<file path="src/rtl/mips_sequencer_pkg.sv">
// Shared definitions for the MIPS multi-cycle sequencer: opcodes, FSM states,
// next-PC select codes and the default reset PC.
package mips_sequencer_pkg;

  localparam logic [31:0] RESET_PC_DEFAULT = 32'h0000_0000;

  localparam logic [5:0] OP_RTYPE = 6'b000000;
  localparam logic [5:0] OP_ADDI  = 6'b001000;
  localparam logic [5:0] OP_LUI   = 6'b001111;
  localparam logic [5:0] OP_LW    = 6'b100011;
  localparam logic [5:0] OP_SW    = 6'b101011;
  localparam logic [5:0] OP_BEQ   = 6'b000100;
  localparam logic [5:0] OP_J     = 6'b000010;

  typedef enum logic [2:0] {
    ST_FETCH  = 3'd0,
    ST_DECODE = 3'd1,
    ST_EXEC   = 3'd2,
    ST_MEM    = 3'd3,
    ST_WB     = 3'd4
  } stateT;

  typedef enum logic [1:0] {
    PC_HOLD   = 2'd0,
    PC_INC    = 2'd1,
    PC_BRANCH = 2'd2,
    PC_JUMP   = 2'd3
  } pcSelT;

  function automatic logic isSupported(input logic [5:0] op);
    return (op == OP_RTYPE) || (op == OP_ADDI) || (op == OP_LUI) ||
           (op == OP_LW) || (op == OP_SW) || (op == OP_BEQ) || (op == OP_J);
  endfunction

endpackage

</file>
<file path="src/rtl/mips_sequencer_pc_unit.sv">
// Program counter register with next-PC selection (hold / +4 / branch / jump).
// Branch offsets are relative to the already-incremented PC.
module pc_unit
  import mips_sequencer_pkg::*;
#(
  parameter logic [31:0] RESET_PC = RESET_PC_DEFAULT
) (
  input  logic        clock,
  input  logic        reset,
  input  pcSelT       pcSel,
  input  logic [25:0] irField,
  output logic [31:0] pc
);

  logic [31:0] pcNext;
  logic [31:0] branchOffset;

  assign branchOffset = {{14{irField[15]}}, irField[15:0], 2'b00};

  always_comb begin
    pcNext = pc;
    case (pcSel)
      PC_INC:    pcNext = pc + 32'd4;
      PC_BRANCH: pcNext = pc + branchOffset;
      PC_JUMP:   pcNext = {pc[31:28], irField, 2'b00};
      default:   pcNext = pc;
    endcase
  end

  always_ff @(posedge clock or posedge reset) begin
    if (reset) pc <= RESET_PC;
    else       pc <= pcNext;
  end

endmodule

</file>
<file path="src/rtl/mips_sequencer.sv">
// Multi-cycle MIPS control sequencer: FETCH/DECODE/EXEC/MEM/WB FSM, instruction
// register, sticky illegal flag and retired-instruction counter.
module mips_sequencer
  import mips_sequencer_pkg::*;
#(
  parameter logic [31:0] RESET_PC = RESET_PC_DEFAULT
) (
  input  logic        clock,
  input  logic        reset,
  input  logic [31:0] imemData,
  input  logic        imemReady,
  input  logic        dmemReady,
  input  logic        aluZero,
  output logic [31:0] pc,
  output logic        imemReq,
  output logic [31:0] ir,
  output logic        dmemReq,
  output logic        memRead,
  output logic        memWrite,
  output logic        regWrite,
  output logic [2:0]  state,
  output logic        illegal,
  output logic [31:0] retired
);

  // Handshake: a request (imemReq/dmemReq) is held for as long as the FSM sits
  // in FETCH/MEM; the transfer completes on the rising edge where the matching
  // ready is high. Ready inputs are ignored while their request is low.

  stateT      stateQ, stateNext;
  pcSelT      pcSel;
  logic       irLoad;
  logic       retire;
  logic       setIllegal;
  logic [5:0] opcode;

  assign opcode = ir[31:26];
  assign state  = stateQ;

  pc_unit #(.RESET_PC(RESET_PC)) uPcUnit (
    .clock   (clock),
    .reset   (reset),
    .pcSel   (pcSel),
    .irField (ir[25:0]),
    .pc      (pc)
  );

  always_ff @(posedge clock or posedge reset) begin
    if (reset) begin
      stateQ  <= ST_FETCH;
      ir      <= 32'd0;
      illegal <= 1'b0;
      retired <= 32'd0;
    end else begin
      stateQ <= stateNext;
      if (irLoad)     ir      <= imemData;
      if (setIllegal) illegal <= 1'b1;
      if (retire)     retired <= retired + 32'd1;
    end
  end

  always_comb begin
    stateNext  = stateQ;
    pcSel      = PC_HOLD;
    irLoad     = 1'b0;
    retire     = 1'b0;
    setIllegal = 1'b0;
    case (stateQ)
      ST_FETCH: begin
        if (imemReady) begin
          irLoad    = 1'b1;
          pcSel     = PC_INC;
          stateNext = ST_DECODE;
        end
      end
      ST_DECODE: begin
        // Unsupported opcodes retire here as a NOP.
        if (!isSupported(opcode)) begin
          setIllegal = 1'b1;
          retire     = 1'b1;
          stateNext  = ST_FETCH;
        end else begin
          stateNext = ST_EXEC;
        end
      end
      ST_EXEC: begin
        case (opcode)
          OP_LW, OP_SW: stateNext = ST_MEM;
          OP_BEQ: begin
            if (aluZero) pcSel = PC_BRANCH;
            retire    = 1'b1;
            stateNext = ST_FETCH;
          end
          OP_J: begin
            pcSel     = PC_JUMP;
            retire    = 1'b1;
            stateNext = ST_FETCH;
          end
          default: stateNext = ST_WB;
        endcase
      end
      ST_MEM: begin
        if (dmemReady) begin
          if (opcode == OP_LW) begin
            stateNext = ST_WB;
          end else begin
            retire    = 1'b1;
            stateNext = ST_FETCH;
          end
        end
      end
      ST_WB: begin
        retire    = 1'b1;
        stateNext = ST_FETCH;
      end
      default: stateNext = ST_FETCH;
    endcase
  end

  assign imemReq  = (stateQ == ST_FETCH);
  assign dmemReq  = (stateQ == ST_MEM);
  assign memRead  = dmemReq && (opcode == OP_LW);
  assign memWrite = dmemReq && (opcode == OP_SW);
  assign regWrite = (stateQ == ST_WB);

endmodule

</file>
<file path="config.mk">
export PLATFORM = sky130hd
export DESIGN_NAME = mips_sequencer
export DESIGN_NICKNAME = d
export VERILOG_FILES = /design/src/rtl/mips_sequencer_pkg.sv /design/src/rtl/mips_sequencer_pc_unit.sv /design/src/rtl/mips_sequencer.sv
export SDC_FILE = /design/constraint.sdc
export NUM_CORES = 1
export LEC_CHECK = 0
export CORE_UTILIZATION = 55
export CTS_CLUSTER_SIZE = 20
export DETAILED_ROUTE_END_ITERATION = 12
export PLACE_DENSITY = 0.91
export RECOVER_POWER = 100
export REMOVE_ABC_BUFFERS = 1
export SETUP_SLACK_MARGIN = 0.4
export SLEW_MARGIN = 40
export SYNTH_ARGS = -nofsm -noshare
export SYNTH_HDL_FRONTEND = slang
export SYNTH_SLANG_ARGS = --single-unit
</file>
<file path="constraint.sdc">
create_clock -name clock -period 12.45 [get_ports clock]
set_clock_uncertainty 0.1 [all_clocks]
set_input_delay 3.1125 -clock clock [delete_from_list [all_inputs] [get_ports clock]]
set_output_delay 3.1125 -clock clock [all_outputs]
set_load 0.1 [all_outputs]
</file>
# Yosys cells after proc, flatten, opt, wreduce, memory -nomap -nowiden
# Index checks and enable logic that the tools add are counted.
# word_totals
input_bits	37
register_bits	100
# classes
add_sub_neg	3
n_bitwise	1
reduce_logical	16
n_mux	19
n_eq_ne	15
# ops
op	n
32-bit one-hot mux with 3 select lines	1
32-bit by 1-bit adder with 32-bit output (second input constant)	1
32-bit by 3-bit adder with 32-bit output (second input constant)	1
32-bit adder	1
6-bit by 4-bit equality test with 1-bit output (second input constant)	2
6-bit equality test (second input constant)	2
3-bit one-hot mux with 4 select lines	1
3-bit two-way mux	3
1-bit two-way mux	8
2-bit one-hot mux with 2 select lines	2
3-bit by 2-bit equality test with 1-bit output (second input constant)	2
6-bit by 2-bit equality test with 1-bit output (second input constant)	1
6-bit by 3-bit equality test with 1-bit output (second input constant)	1
6-bit zero test	1
1-bit logical OR	6
3-bit one-hot mux with 2 select lines	1
2-bit equality test (second input constant)	2
2-bit two-way mux	2
2-bit inequality test (second input constant)	2
1-bit one-hot mux with 4 select lines	1
2-bit AND reduction	2
2-bit OR reduction	2
3-bit by 1-bit equality test with 1-bit output (second input constant)	1
3-bit equality test (second input constant)	1
6 further kinds	7

# Logic depth before layout (Yosys ltp)
# depth
word_depth	9
mapped_depth	19
mapped_depth_nobuf	15

# By module
# Synthesis repeated with hierarchy kept, for this count alone.
# hier_totals
hier_cells	667
area_unflattened_um2	6314.8
# by_module_without_submodules
module	cells_each	instances	area_per_inst_um2
pc_unit	414	1	3233.1
mips_sequencer	253	1	3081.7

# Least setup slack after synthesis
# Ideal clock, no wire load.
# synth_path
kind	reg2reg
start	register stateQ[1], in the netlist state[1]
end	register uPcUnit.pc[22]
arrival_time_ns	6.955
synth_period_minus_slack_ns	7.187
setup_time_ns	0.132
path_buffers	4
path_slack_ns	5.263
path_stages_with_launch	18
cell_sequence	dfrtp_1 -> clkbuf_1 -> nor3_1 -> and2_1 -> clkbuf_1 -> clkbuf_1 -> a21oi_1 -> ha_1 -> clkbuf_1 -> and2_1 -> fa_1 -> a211o_1 -> a211oi_2 -> nor4_2 -> o2111a_2 -> or3_1 -> a2111oi_2 -> nor3b_1
# synth_between
elab_chain_len	4
# synth_rtl
item	line	text
start, declared	mips_sequencer.sv:30	stateT stateQ, stateNext;
start signal, assigned	mips_sequencer.sv:55	stateQ <= stateNext;
3-bit zero test (*)	--	
net imemReq	mips_sequencer.sv:15	output logic imemReq,
2-bit one-hot mux with 2 select lines (*)	mips_sequencer.sv:68	case (stateQ)
2-bit equality test / 2-bit by 1-bit equality test with 1-bit output (equally long branches)	mips_sequencer_pc_unit.sv:22	case (pcSel)
32-bit one-hot mux with 3 select lines / 3-bit nonzero test (equally long branches)	--	
end signal, assigned	mips_sequencer_pc_unit.sv:32	else pc <= pcNext;
end, declared	mips_sequencer_pc_unit.sv:12	output logic [31:0] pc
# Mark *: on every way through the listed nets, which the timed path passes. The rest lies on a longest branch.
# A chain may end at the register's enable or synchronous reset.

# Worst setup path after layout
# layout_path
start	input port imemReady
end	register uPcUnit.pc[24]
# layout_between
elab_chain_len	4
# layout_rtl
item	line	text
start, declared	mips_sequencer.sv:11	input logic imemReady,
1-bit two-way mux (*)	mips_sequencer.sv:70	if (imemReady) begin
2-bit one-hot mux with 2 select lines (*)	mips_sequencer.sv:68	
2-bit equality test / 2-bit by 1-bit equality test with 1-bit output (equally long branches)	mips_sequencer_pc_unit.sv:22	
32-bit one-hot mux with 3 select lines / 3-bit nonzero test (equally long branches)	--	
# Mark *: on every way between the ends. The rest lies on a longest branch, timed or not.

==> impl_results.md <==
- Hold Crit Depth: 2
- Total GRT Usage: 29.4%
- Area Overhead vs Synth: 16.3%
- Global-route wire length before repair: ~27,000 µm
- DR DRC count: 0
- Critical Path RT: 12.59 ns
- Adder-Cell Fraction of Synth Area: 4.45%
- I/O Buffers: 139
- Reg-to-Reg Start: state[0]$_DFFE_PP0P_
- Initial antenna violation count: 0
- Vias in the first global route: 5,672
- Hpwl dp: 11,600 µm
- Outcome: complete, but fails checks
- Compound-gate portion of the synthesized area: 18.2%
- H-tree depth: 3
- Critical path type: in2reg
- Final setup violation count: 0
- Power Total: 1.91 mW
- Hold crit path type: reg2reg
- Post-synthesis instance area: 0.00630 mm²
- CTS max path bufs: 2
- R2R Setup Slk: 5.58 ns
- Row count: 38
- Crit path DAT: 9.56 ns
- Post-Route Setup TNS: 0 ns
- Least-Margin Pin Slew: 3.25 ns
- Max Cap Viol: 3
- Insertion delay to the later sink of the worst-skew pair: 0.36 ns
- Final net count: around 860
- Top-Level Pins: roughly 140
- Synthesized flop and latch total: between 90 and 100
- Total Die Area: 0.0119 mm²
- GR Overflow Total: 0
- R2r endpoint: uPcUnit.pc[24]$_DFFE_PP0P_
- Share of cells above drive strength 1: 7.94%
- Fin util: 66.8%
- CTS tree: done
- Slowest cell on the critical path: and2_0
- Die Span X: 109 µm
- PwrDens: roughly 260 mW/mm²
- Filler instances: 933
- # diodes: 0
- WL final: roughly 17,000 µm
- Mean number of vias per cell: 6.18
- Core area: 0.0110 mm²
- Max transition margin: -116%
- Synth Flop Type: dfrtp_1
- Slowest stage delay, CP: 1.67 ns
- Syn. warnings: 0
- DIE HEIGHT: ~110 µm
- Routed WL per cell: 17.6 µm
- Most used routing layer: met2
- First-pass DRT Iterations: 5
- Post-cts hold buffer count: 0
- Final Max Tran Viols: ~140
- Syn Area/Cell: 9.16 µm²
- RSZ-0062 raised after global routing: false
- Tmin final: 9.42 ns
- Post-Syn Instances: 688
- CTS Sinks: 98
- Pleak: 3.09 nW
- Crit-path cells: dlygate4sd3_1, and2_0, a21oi_1, ha_1, and2_0, fa_1, a211o_1, a211oi_1, nor4_1, o311ai_0, nand3_1, a2111oi_0, a211oi_1
- Post-synthesis xor/xnor area fraction: 6.11%
- Via Count: 5,848
- Final hold violation count: 0
- Met2 GRT Util: 48.2%
- Mux share of post-synthesis cell area: 7.38%
- Startpoint types: primary input
- Cell variety after synth: 75
- HP Start: illegal$_DFFE_PP0P_
- Largest family of logic cells by synthesized area: simple AND/OR/NAND/NOR gates
- M3 GR Usage: 7.89%
- Reg clk slew, reported paths: 0.07 ns
- Seq/Total Area, Yosys: 38.9%
- Failing checks: capacitance limit, slew limit
- Largest net degree at the start of global routing: 59
- Number of synthesized flops with an enable pin: 0
- Crit end category: register
- Routing usage on met1: 36.6%
- TritonCTS buffer count: 9
- ANT nets after route: 0
- CTS resizes: 0
- Initial DRC count: 349
- Setup bufs post-CTS: 0
- Clock Tree Root: clkbuf_16
- Ys async rst share: 100%
- CP max FO: 34
- Synth Area in Simple Gates: 20.7%
- FMAX: 106 MHz
- Worst hold path endpoint: illegal$_DFFE_PP0P_
- Initial core utilization: a little under three fifths
- VDD IR max: 374 µV
- RePlAce Congestion: between 0.8 and 0.9
- R2R cell count: 13
- Tcrit/Tclk final: 75.7%
[flip-flops by register name (all words and copies together) (netlist names)]
register / flops
state: 3
ir: 32
illegal: 1
retired: 32
uPcUnit.pc: 30
[how the worst max path moves through the flow]
stage | from | end | slack [ns] | cells after the start
after global routing | imemReady | uPcUnit.pc[24]$_DFFE_PP0P_ | 2.39 | 13
after CTS | imemReady | uPcUnit.pc[31]$_DFFE_PP0P_ | 4.40 | 14
final | imemReady | uPcUnit.pc[24]$_DFFE_PP0P_ | 3.03 | 13
after detailed placement | imemReady | uPcUnit.pc[31]$_DFFE_PP0P_ | 4.04 | 14
after global placement | imemReady | uPcUnit.pc[31]$_DFFE_PP0P_ | 4.35 | 14
after floorplan | state[0]$_DFFE_PP0P_ | uPcUnit.pc[22]$_DFFE_PP0P_ | 5.06 | 13
[cell type report]
class | count | area (µm²) | area share [%]
clock buffer | 11 | 243 | 3.31
clock inverter | 5 | 36.3 | 0.495
inverter | 23 | 87.6 | 1.19
multi-input combinational | 526 | 3570 | 48.7
sequential | 98 | 2450 | 33.4
tap | 140 | 175 | 2.39
timing repair buffer | 143 | 769 | 10.5
[cell usage after synthesis (5+ instances only)]
cell type / number / area share, %
a211oi_1: 11 / 1.3
a21oi_1: 24 / 1.9
and2_1: 18 / 1.8
and3_1: 11 / 1.1
buf_1: 8 / 0.48
buf_4: 5 / 0.60
clkbuf_1: 28 / 1.7
dfrtp_1: 98 / 39
ha_1: 20 / 4.0
inv_1: 23 / 1.4
mux2_2: 35 / 6.3
mux2i_1: 6 / 0.95
nand2_1: 62 / 3.7
nand3_1: 24 / 1.9
nand4_1: 13 / 1.3
nor2_1: 43 / 2.6
nor2b_1: 5 / 0.50
nor3_1: 25 / 2.0
nor4_1: 16 / 1.6
o211ai_1: 13 / 1.5
o21a_1: 11 / 1.3
o21ai_0: 34 / 2.7
o22ai_1: 10 / 0.99
o31ai_1: 5 / 0.60
or3_1: 9 / 0.89
xnor2_1: 10 / 1.4
xor2_1: 34 / 4.7
[layer usage]
metal	up-vias	part of all wire [%]
met4	0	2.0
met5	-	0
met2	267	47
li1	2746	-
met3	37	8.6
met1	2798	42
[cells in the final DEF (no fill, tap or decap), drive strengths merged, types with 11 or more instances in the layout]
cell type / count
clkbuf: 116
dfrtp: 98
nand2: 62
nor2: 43
mux2: 36
o21ai: 34
xor2: 34
clkdlybuf4s50: 33
a21oi: 26
nor3: 25
nand3: 24
inv: 24
ha: 20
and2: 18
nor4: 17
o211ai: 13
nand4: 13
a211oi: 12
and3: 11
o21a: 11
[cells by family after synthesis]
family	Yosys count
compound gates	163
xor+xnor	44
fa+ha+maj	22
buf+inv	65
flops	98
mux	42
other cells	1
simple gates	253
[worst max-delay path: cells and delay by family]
| family | cells | cell delay (ns) |
|---|---|---|
| AO/OA/AOI/OAI | 6 | 2.35 |
| adder cells (fa/ha/maj) | 2 | 1.11 |
| buffers and inverters | 1 | 0.56 |
| AND/OR/NAND/NOR | 4 | 2.37 |
[per-stage QoR]
step | hold slack [ns] | cell area [µm²] | instances | setup slack, ns
floorplan | 0.869 | 6130 | 647 | 5.06
global placement | 0.354 | 7730 | 930 | 4.35
detailed placement | 0.360 | 7220 | 930 | 4.04
CTS | 0.377 | 7500 | 946 | 4.40
global route | 0.417 | 7330 | 946 | 2.39
finish | 0.374 | 7330 | 946 | 3.03
[power by group]
group / total (mW) / internal, mW / leakage [nW] / switching (mW)
clock network: 0.268 / 0.142 / 0.140 / 0.126
logic: 1.12 / 0.206 / 1.75 / 0.919
registers: 0.518 / 0.407 / 1.21 / 0.112
Note: power is estimated with default switching activity, not from simulation.
